**src/rtl/control_unit.sv**
```systemverilog
// Hardwired sequencer for the multi-cycle datapath.
// Fetch T0-T2, opcode latched into T3, execute to T7.
module control_unit (
  input  logic        clk,
  input  logic        clr,
  input  logic [31:0] IR_Data,
  input  logic        con_output,
  output logic        PC_enable,
  output logic        PC_increment_enable,
  output logic        IR_enable,
  output logic        con_enable,
  output logic        Y_enable,
  output logic        Z_enable,
  output logic        MAR_enable,
  output logic        MDR_enable,
  output logic        HI_enable,
  output logic        LO_enable,
  output logic        read,
  output logic        write,
  output logic        Gra,
  output logic        Grb,
  output logic        Grc,
  output logic        r_enable,
  output logic        r_select,
  output logic        BAout,
  output logic        PC_select,
  output logic        HI_select,
  output logic        LO_select,
  output logic        Z_HI_select,
  output logic        Z_LO_select,
  output logic        MDR_select,
  output logic        InPort_select,
  output logic        c_select,
  output logic [4:0]  alu_instruction,
  output logic        run,
  output logic [3:0]  step
);

  typedef enum logic [3:0] {
    T0   = 4'h0,
    T1   = 4'h1,
    T2   = 4'h2,
    T3   = 4'h3,
    T4   = 4'h4,
    T5   = 4'h5,
    T6   = 4'h6,
    T7   = 4'h7,
    HALT = 4'hE,
    RST  = 4'hF
  } state_t;

  state_t     state;
  state_t     state_nxt;
  logic [4:0] op;

  logic is_alu;
  logic is_addi;
  logic is_mem;
  logic is_ld;
  logic is_st;
  logic is_br;
  logic is_mfhi;
  logic is_mflo;
  logic is_in;
  logic is_halt;

  assign is_alu  = (op <= 5'b01011);
  assign is_addi = (op == 5'b01100);
  assign is_ld   = (op == 5'b10000);
  assign is_st   = (op == 5'b10001);
  assign is_mem  = is_ld | is_st;
  assign is_br   = (op == 5'b10010);
  assign is_mfhi = (op == 5'b10011);
  assign is_mflo = (op == 5'b10100);
  assign is_in   = (op == 5'b10101);
  assign is_halt = (op == 5'b11111);

  assign step = state;
  assign run  = (state != RST) && (state != HALT);

  // State register and opcode capture at the end of fetch
  always_ff @(posedge clk or posedge clr) begin
    if (clr) begin
      state <= RST;
      op    <= '0;
    end else begin
      state <= state_nxt;
      if (state == T2)
        op <= IR_Data[31:27];
    end
  end

  // Next-state and control decode from state and latched opcode
  always_comb begin
    state_nxt           = state;
    PC_enable           = 1'b0;
    PC_increment_enable = 1'b0;
    IR_enable           = 1'b0;
    con_enable          = 1'b0;
    Y_enable            = 1'b0;
    Z_enable            = 1'b0;
    MAR_enable          = 1'b0;
    MDR_enable          = 1'b0;
    HI_enable           = 1'b0;
    LO_enable           = 1'b0;
    read                = 1'b0;
    write               = 1'b0;
    Gra                 = 1'b0;
    Grb                 = 1'b0;
    Grc                 = 1'b0;
    r_enable            = 1'b0;
    r_select            = 1'b0;
    BAout               = 1'b0;
    PC_select           = 1'b0;
    HI_select           = 1'b0;
    LO_select           = 1'b0;
    Z_HI_select         = 1'b0;
    Z_LO_select         = 1'b0;
    MDR_select          = 1'b0;
    InPort_select       = 1'b0;
    c_select            = 1'b0;
    alu_instruction     = 5'b00000;
    unique case (state)
      RST: state_nxt = T0;
      T0: begin
        PC_select           = 1'b1;
        MAR_enable          = 1'b1;
        PC_increment_enable = 1'b1;
        state_nxt           = T1;
      end
      T1: begin
        read       = 1'b1;
        MDR_enable = 1'b1;
        state_nxt  = T2;
      end
      T2: begin
        MDR_select = 1'b1;
        IR_enable  = 1'b1;
        state_nxt  = T3;
      end
      T3: begin
        state_nxt = T0;
        unique case (1'b1)
          is_alu, is_addi: begin
            Grb       = 1'b1;
            r_select  = 1'b1;
            Y_enable  = 1'b1;
            state_nxt = T4;
          end
          is_mem: begin
            Grb       = 1'b1;
            BAout     = 1'b1;
            Y_enable  = 1'b1;
            state_nxt = T4;
          end
          is_br: begin
            Gra        = 1'b1;
            r_select   = 1'b1;
            con_enable = 1'b1;
            state_nxt  = T4;
          end
          is_mfhi: begin
            HI_select = 1'b1;
            Gra       = 1'b1;
            r_enable  = 1'b1;
          end
          is_mflo: begin
            LO_select = 1'b1;
            Gra       = 1'b1;
            r_enable  = 1'b1;
          end
          is_in: begin
            InPort_select = 1'b1;
            Gra           = 1'b1;
            r_enable      = 1'b1;
          end
          is_halt: state_nxt = HALT;
          default: state_nxt = T0;
        endcase
      end
      T4: begin
        state_nxt = T5;
        unique case (1'b1)
          is_alu: begin
            Grc             = 1'b1;
            r_select        = 1'b1;
            alu_instruction = op;
            Z_enable        = 1'b1;
          end
          is_addi, is_mem: begin
            c_select = 1'b1;
            Z_enable = 1'b1;
          end
          is_br: begin
            PC_select = 1'b1;
            Y_enable  = 1'b1;
          end
          default: state_nxt = T0;
        endcase
      end
      T5: begin
        state_nxt = T0;
        unique case (1'b1)
          is_alu, is_addi: begin
            Z_LO_select = 1'b1;
            Gra         = 1'b1;
            r_enable    = 1'b1;
          end
          is_mem: begin
            Z_LO_select = 1'b1;
            MAR_enable  = 1'b1;
            state_nxt   = T6;
          end
          is_br: begin
            c_select  = 1'b1;
            Z_enable  = 1'b1;
            state_nxt = T6;
          end
          default: state_nxt = T0;
        endcase
      end
      T6: begin
        state_nxt = T0;
        unique case (1'b1)
          is_ld: begin
            read       = 1'b1;
            MDR_enable = 1'b1;
            state_nxt  = T7;
          end
          is_st: begin
            Gra        = 1'b1;
            r_select   = 1'b1;
            MDR_enable = 1'b1;
            state_nxt  = T7;
          end
          is_br: begin
            Z_LO_select = 1'b1;
            PC_enable   = con_output;
          end
          default: state_nxt = T0;
        endcase
      end
      T7: begin
        state_nxt = T0;
        unique case (1'b1)
          is_ld: begin
            MDR_select = 1'b1;
            Gra        = 1'b1;
            r_enable   = 1'b1;
          end
          is_st: write = 1'b1;
          default: state_nxt = T0;
        endcase
      end
      HALT: state_nxt = HALT;
      default: state_nxt = RST;
    endcase
  end

endmodule

```
**config.mk**
```make
export PLATFORM = sky130hd
export DESIGN_NAME = control_unit
export DESIGN_NICKNAME = d
export VERILOG_FILES = /design/src/rtl/control_unit.sv
export SDC_FILE = /design/constraint.sdc
export NUM_CORES = 1
export LEC_CHECK = 0
export BUFFER_PORTS_ARGS = -buffer_cell sky130_fd_sc_hd__buf_2
export CORE_MARGIN = 2
export CORE_UTILIZATION = 46
export CTS_CLUSTER_SIZE = 25
export DETAILED_ROUTE_END_ITERATION = 10
export MAX_ROUTING_LAYER = met4
export PLACE_DENSITY = 0.91
export SETUP_SLACK_MARGIN = 0.4
export SYNTH_ARGS = -nofsm -noshare
export SYNTH_HDL_FRONTEND = slang
export SYNTH_SLANG_ARGS = --single-unit
export TNS_END_PERCENT = 10
```
**constraint.sdc**
```tcl
create_clock -name clk -period 3 [get_ports clk]
set_clock_uncertainty 0.05 [all_clocks]
set_input_delay 0.15 -clock clk [delete_from_list [all_inputs] [get_ports clk]]
set_output_delay 0.15 -clock clk [all_outputs]
set_load 0.01 [all_outputs]
```
**After elaboration in Yosys (flattened, before gate mapping)**

Cells that the tools add are included.

- Register bits after elaboration: 9
- Word-level logic and storage cells: 81

- $lt $le $gt $ge: 1
- Equality and inequality tests: 19
- Muxes and demuxes: 46
- Bitwise logic cells: 1
- Reductions and logical operators: 12

Operators with widths:

| operator | number |
|---|---|
| 4-bit one-hot mux with 9 select lines | 1 |
| 5-bit equality test (second input constant) | 7 |
| 1-bit 2-to-1 mux | 27 |
| 1-bit one-hot mux with 2 select lines | 9 |
| 4-bit by 3-bit equality test with 1-bit output (second input constant) | 4 |
| 5-bit 2-to-1 mux | 2 |
| 2-bit OR reduction | 5 |
| 3-bit 2-to-1 mux | 3 |
| 3-bit OR reduction | 3 |
| 4-bit by 2-bit equality test with 1-bit output (second input constant) | 2 |
| 4-bit equality test (second input constant) | 2 |
| 4-bit inequality test (second input constant) | 2 |
| 4-bit one-hot mux with 2 select lines | 1 |
| 4-bit OR reduction | 2 |
| 1-bit one-hot mux with 3 select lines | 2 |
| 5-bit by 4-bit equality test with 1-bit output (second input constant) | 1 |
| 5-bit by 4-bit less-or-equal comparator with 1-bit output (second input constant) | 1 |
| 4-bit by 1-bit equality test with 1-bit output (second input constant) | 1 |
| 4-bit zero test | 1 |
| 1-bit one-hot mux with 4 select lines | 1 |
| 1-bit logical AND | 1 |
| 1-bit bitwise OR | 1 |

**Longest topological paths before layout**

- Word-level depth: 5
- Gate-level depth with buffers: 5
- Depth with buffers taken out: 4

**Worst setup path after synthesis**

OpenSTA, ideal clock, no wires.

- Path type: register -> output
- Start: register state[2], in the netlist step[2]
- End: output alu_instruction[1]
- Arrival time: 1.429 ns
- Data required time: 2.800 ns
- Setup slack: 1.371 ns
- Cell stages (with the launch flop): 5
- Cell sequence: dfstp_2 nand2b_1 clkbuf_1 nor3_2 and2_1

- Longest elaborated chain between the ends: 2

RTL lines:

| item | RTL line | text |
|---|---|---|
| from (decl) | 52 | `state_t state;` |
| from (signal assigned) | 87 | `state <= state_nxt;` |
| 4-bit by 3-bit equality test with 1-bit output | 123 | `unique case (state)` |
| 5-bit 2-to-1 mux | 123 |  |
| to (decl) | 34 | `output logic [4:0] alu_instruction,` |

Every way passes these cells.

**Worst setup path in the final report**

- Start: register state[3], in the netlist step[3]
- End: output Gra

- Longest elaborated chain between the ends: 2
- Elaborated cells between the ends (all ways): 5

RTL lines:

| item | RTL line | text |
|---|---|---|
| 4-bit by 3-bit equality test with 1-bit output or 4-bit by 2-bit equality test with 1-bit output (tied branches) | 123 |  |
| 1-bit one-hot mux with 4 select lines * | 123 |  |
| to (decl) | 20 | `output logic Gra,` |

Every way passes the cells marked *; elsewhere a longest branch is shown, timed or not.

==> run_results.csv <==
group,metric,value,unit
outcome,run_status,"finished, final reports clean",
yosys,average_cell_area_after_synthesis,8.749,um2
critical_path,timing.reg2reg.worst_path_depth,3,
critical_path,cp_cell_sequence,"nand2b_1 > nor2_1 > a32oi_1 > nand3_1 > buf_2",
global_route,overall_global_routing_resource_usage,19.20,%
timing,timing.max_slew.rel_slack,61.24,%
global_route,grt_first_pass_wirelength,3974,um
critical_path,timing.critical_path.slowest_stage_cell,"sky130_fd_sc_hd__dfstp_2",
yosys,netlist_top_cells_area,"sky130_fd_sc_hd__dfrtp_1 11%, sky130_fd_sc_hd__dfstp_2 9.2%, sky130_fd_sc_hd__buf_4 5.3%",
timing,fmaxAchievable,0.4247,GHz
floorplanning,initial_utilization,47.20,%
clocking,htree_num_levels,1,
clocking,clkTransAtPathRegs,0.05,ns
yosys,synth-edff-count,0,
yosys,synthesis.yosys.warnings,0,
drt,drtIter0Drc,19,
critical_path,reg2reg_slack,1.11,ns
clocking,cts.root.buffer_cell,"sky130_fd_sc_hd__clkbuf_4",
critical_path,worst-path-max-fanout,21,
clocking,clock_insertion_delay_worst_skew,0.25,ns
min_path,worstHoldEndpoint,"op[0]$_DFFE_PP0P_",
power_and_ir_drop,power.total,0.001357,W
drt,route.final.wire_length,2515,um
timing,timing.final.hold_violations,0,
floorplanning,die_x,53.73,um
floorplanning,die-area,0.002886,mm2
clocking,postCtsSetupBuffers,0,
yosys,synthFlopType,"sky130_fd_sc_hd__dfrtp_1",
timing,final_critical_path_setup_slack,0.6455,ns
power_and_ir_drop,ir_drop,0.0008580,V
timing,worst_slew_pin_slew,0.5814,ns
placement,place.detailed.instances,185,
placement,placement.io_buffers,39,
timing,drv_slew,0,
drt,route.antenna.remaining_nets,0,
yosys,synth_cell_type_count,53,
min_path,hold_path.startpoint,"IR_Data[27]",
timing,fin_setup_tns,0,ns
critical_path,critical_path.endpoint_type,"output port",
min_path,holdPathStages,3,
critical_path,critical_path.startpoint_type,"register",
critical_path,critPathLaunch,"step[3]$_DFF_PP1_",
timing,min_period_over_period,78.48,%
floorplanning,placementRows,18,
yosys,postSynth.asyncResetShare,100.0,%
drt,num_vias,1044,
critical_path,worst-endpoint-required,2.80,ns
floorplanning,dieHeight,53.73,um
finish,final_cell_count_no_fill,190,
drt,route.detailed.drc,0,
finish,nFillCells,220,
critical_path,rr_endpoint,"step[1]$_DFF_PP1_",
drt,routed_via_density,5.495,
yosys,synthDominantAreaCellType,"sky130_fd_sc_hd__dfrtp_1",
drt,drtPass1Iterations,4,
floorplanning,io-pin-count,71,
clocking,tritoncts_clock_tree,"yes",
finish,antenna-diode-count,0,
yosys,netlist.area_leader.share,11.00,%
run,cap_violations,0,
timing,setup_viol_count_final,0,
critical_path,worstSetupPathType,"reg2out",
floorplanning,core_region_area,0.002410,mm2
global_route,first_global_vias,858,
timing,grt_setup_unrepaired,"no",
min_path,min_path_type,"in2reg",
timing,final_critical_period,2.355,ns
yosys,synthCells,130,
critical_path,data_arrival_critical_path,2.15,ns
global_route,antenna_found_initial,0,
finish,synthToLayoutAreaGrowth,13.97,%
drt,wire_per_inst,13.24,um
critical_path,rr_startpoint,"step[3]$_DFF_PP1_",
placement,gp_routability_congestion,0.8219,
yosys,synth_seq_cells,9,
clocking,cts_buffer_depth,2,
global_route,globalRoute.totalOverflow,0,
global_route,pin_count_of_the_biggest_net_entering_global_routing,23,
finish,final_layout_size_suffix_gt1_share,42.50,%
placement,place_hpwl,1751,um
placement,detailedPlace.worstSlack,0.9286,ns
yosys,ys_seq_area_share,20.24,%
clocking,cts_inserted_buffers,3,
power_and_ir_drop,leakage,0.6051,nW
power_and_ir_drop,cellPowerDensity,1047,mW/mm2
critical_path,max_stage_delay,0.80,ns
yosys,post_synthesis_cell_area,0.001137,mm2
finish,nets,196,
clocking,tritoncts_num_sinks,9,
per-layer routing:
metal / GRT usage (%) / vias to the layer above / part of all wire [%]
li1: - / 527 / -
met1: 26.79 / 483 / 48
met2: 27.64 / 32 / 46
met3: 2.500 / 2 / 4.8
met4: 8.120 / 0 / 0.76
met5: - / - / 0
worst max-delay path by stage:
stage | end | slack, ns | cells after the start
2_1_floorplan | alu_instruction[1] | 1.37 | 4
3_3_place_gp | Gra | 0.95 | 5
3_5_place_dp | Gra | 0.93 | 5
4_1_cts | Gra | 0.63 | 5
5_1_grt | Gra | 0.47 | 5
6_report | Gra | 0.65 | 5
kinds of logic after synthesis:
logic type,share of synthesized area [%]
other,0.3297
buffers and inverters,12.32
flip-flops,20.24
multiplexers,8.141
AO/OA/AOI/OAI,22.22
AND/OR/NAND/NOR,36.75
synthesized netlist by cell type (2+ instances only):
library cell                instances
sky130_fd_sc_hd__nor3_2             3
sky130_fd_sc_hd__nand2_1            7
sky130_fd_sc_hd__nor3b_1            2
sky130_fd_sc_hd__mux2_4             4
sky130_fd_sc_hd__o22ai_1            2
sky130_fd_sc_hd__dfstp_2            4
sky130_fd_sc_hd__dfrtp_1            5
sky130_fd_sc_hd__and2_1             5
sky130_fd_sc_hd__a21oi_1            5
sky130_fd_sc_hd__nor4b_4            2
sky130_fd_sc_hd__nor4_1             4
sky130_fd_sc_hd__mux2_2             2
sky130_fd_sc_hd__buf_4              8
sky130_fd_sc_hd__nor2_1            11
sky130_fd_sc_hd__nor2b_1            2
sky130_fd_sc_hd__nor3_1             5
sky130_fd_sc_hd__a31oi_1            4
sky130_fd_sc_hd__a2111oi_4          2
sky130_fd_sc_hd__buf_6              3
sky130_fd_sc_hd__nand3_1            3
sky130_fd_sc_hd__nand2b_1           8
sky130_fd_sc_hd__inv_1              5
sky130_fd_sc_hd__buf_2              4
cell type report:
| cell class | count | area, um2 | share of cell area [%] |
|---|---|---|---|
| flip-flops and latches | 9 | 230.2 | 17.76 |
| repair buffers | 40 | 205.2 | 15.83 |
| clock buffers | 4 | 26.28 | 2.027 |
| multi-input cells | 102 | 778.2 | 60.04 |
| inverters | 5 | 18.77 | 1.448 |
| well taps | 30 | 37.54 | 2.896 |
cell usage in the layout (no fill, tap or decap), types with 3 or more instances in the layout:
cell type / instances
sky130_fd_sc_hd__nand2b_1: 8
sky130_fd_sc_hd__conb_1: 4
sky130_fd_sc_hd__dfrtp_1: 5
sky130_fd_sc_hd__a21oi_1: 5
sky130_fd_sc_hd__nor3_1: 5
sky130_fd_sc_hd__clkbuf_4: 3
sky130_fd_sc_hd__a31oi_1: 4
sky130_fd_sc_hd__nand3_1: 3
sky130_fd_sc_hd__and2_1: 5
sky130_fd_sc_hd__nor3_2: 3
sky130_fd_sc_hd__mux2_4: 4
sky130_fd_sc_hd__nor4_1: 4
sky130_fd_sc_hd__buf_2: 39
sky130_fd_sc_hd__nor2_1: 11
sky130_fd_sc_hd__nand2_1: 7
sky130_fd_sc_hd__inv_1: 5
sky130_fd_sc_hd__dfstp_2: 4
through the flow:
step / util [%] / hold slack [ns] / cell area, um2
after floorplan: - / -0.07494 / 1149
after global placement: 52.28 / 0.05870 / 1260
after detailed placement: 52.28 / 0.06524 / 1260
after CTS: 53.79 / 0.04442 / 1296
after global routing: 53.79 / 0.06202 / 1296
final: 53.79 / 0.05147 / 1296
sequential cells by signal, summed over array words and instances, names as in the netlist:
register  flops
step          4
op            5
critical path, delay by kind of cell, from the launching register on:
family                 cells  cell delay, ns
AO/OA/AOI/OAI              1            0.21
flip-flops                 1            0.80
buffers and inverters      1            0.14
AND/OR/NAND/NOR            3            0.75
what timing repair did:
action | 4_1_cts | 5_1_grt
resized for setup | 0 | 0
setup endpoints to repair | 0 | 0
hold buffers | 1 | 0
endpoints found under the hold margin | 5 | 0
power by group:
| part | internal (W) | leakage [nW] | total (W) | switching, W |
|---|---|---|---|---|
| logic | 0.000396 | 0.489 | 0.000775 | 0.000378 |
| registers | 0.000199 | 0.101 | 0.000492 | 0.000294 |
| clock network | 0.0000510 | 0.0150 | 0.0000901 | 0.0000390 |
No activity file was read; power rests on OpenSTA's default activity.
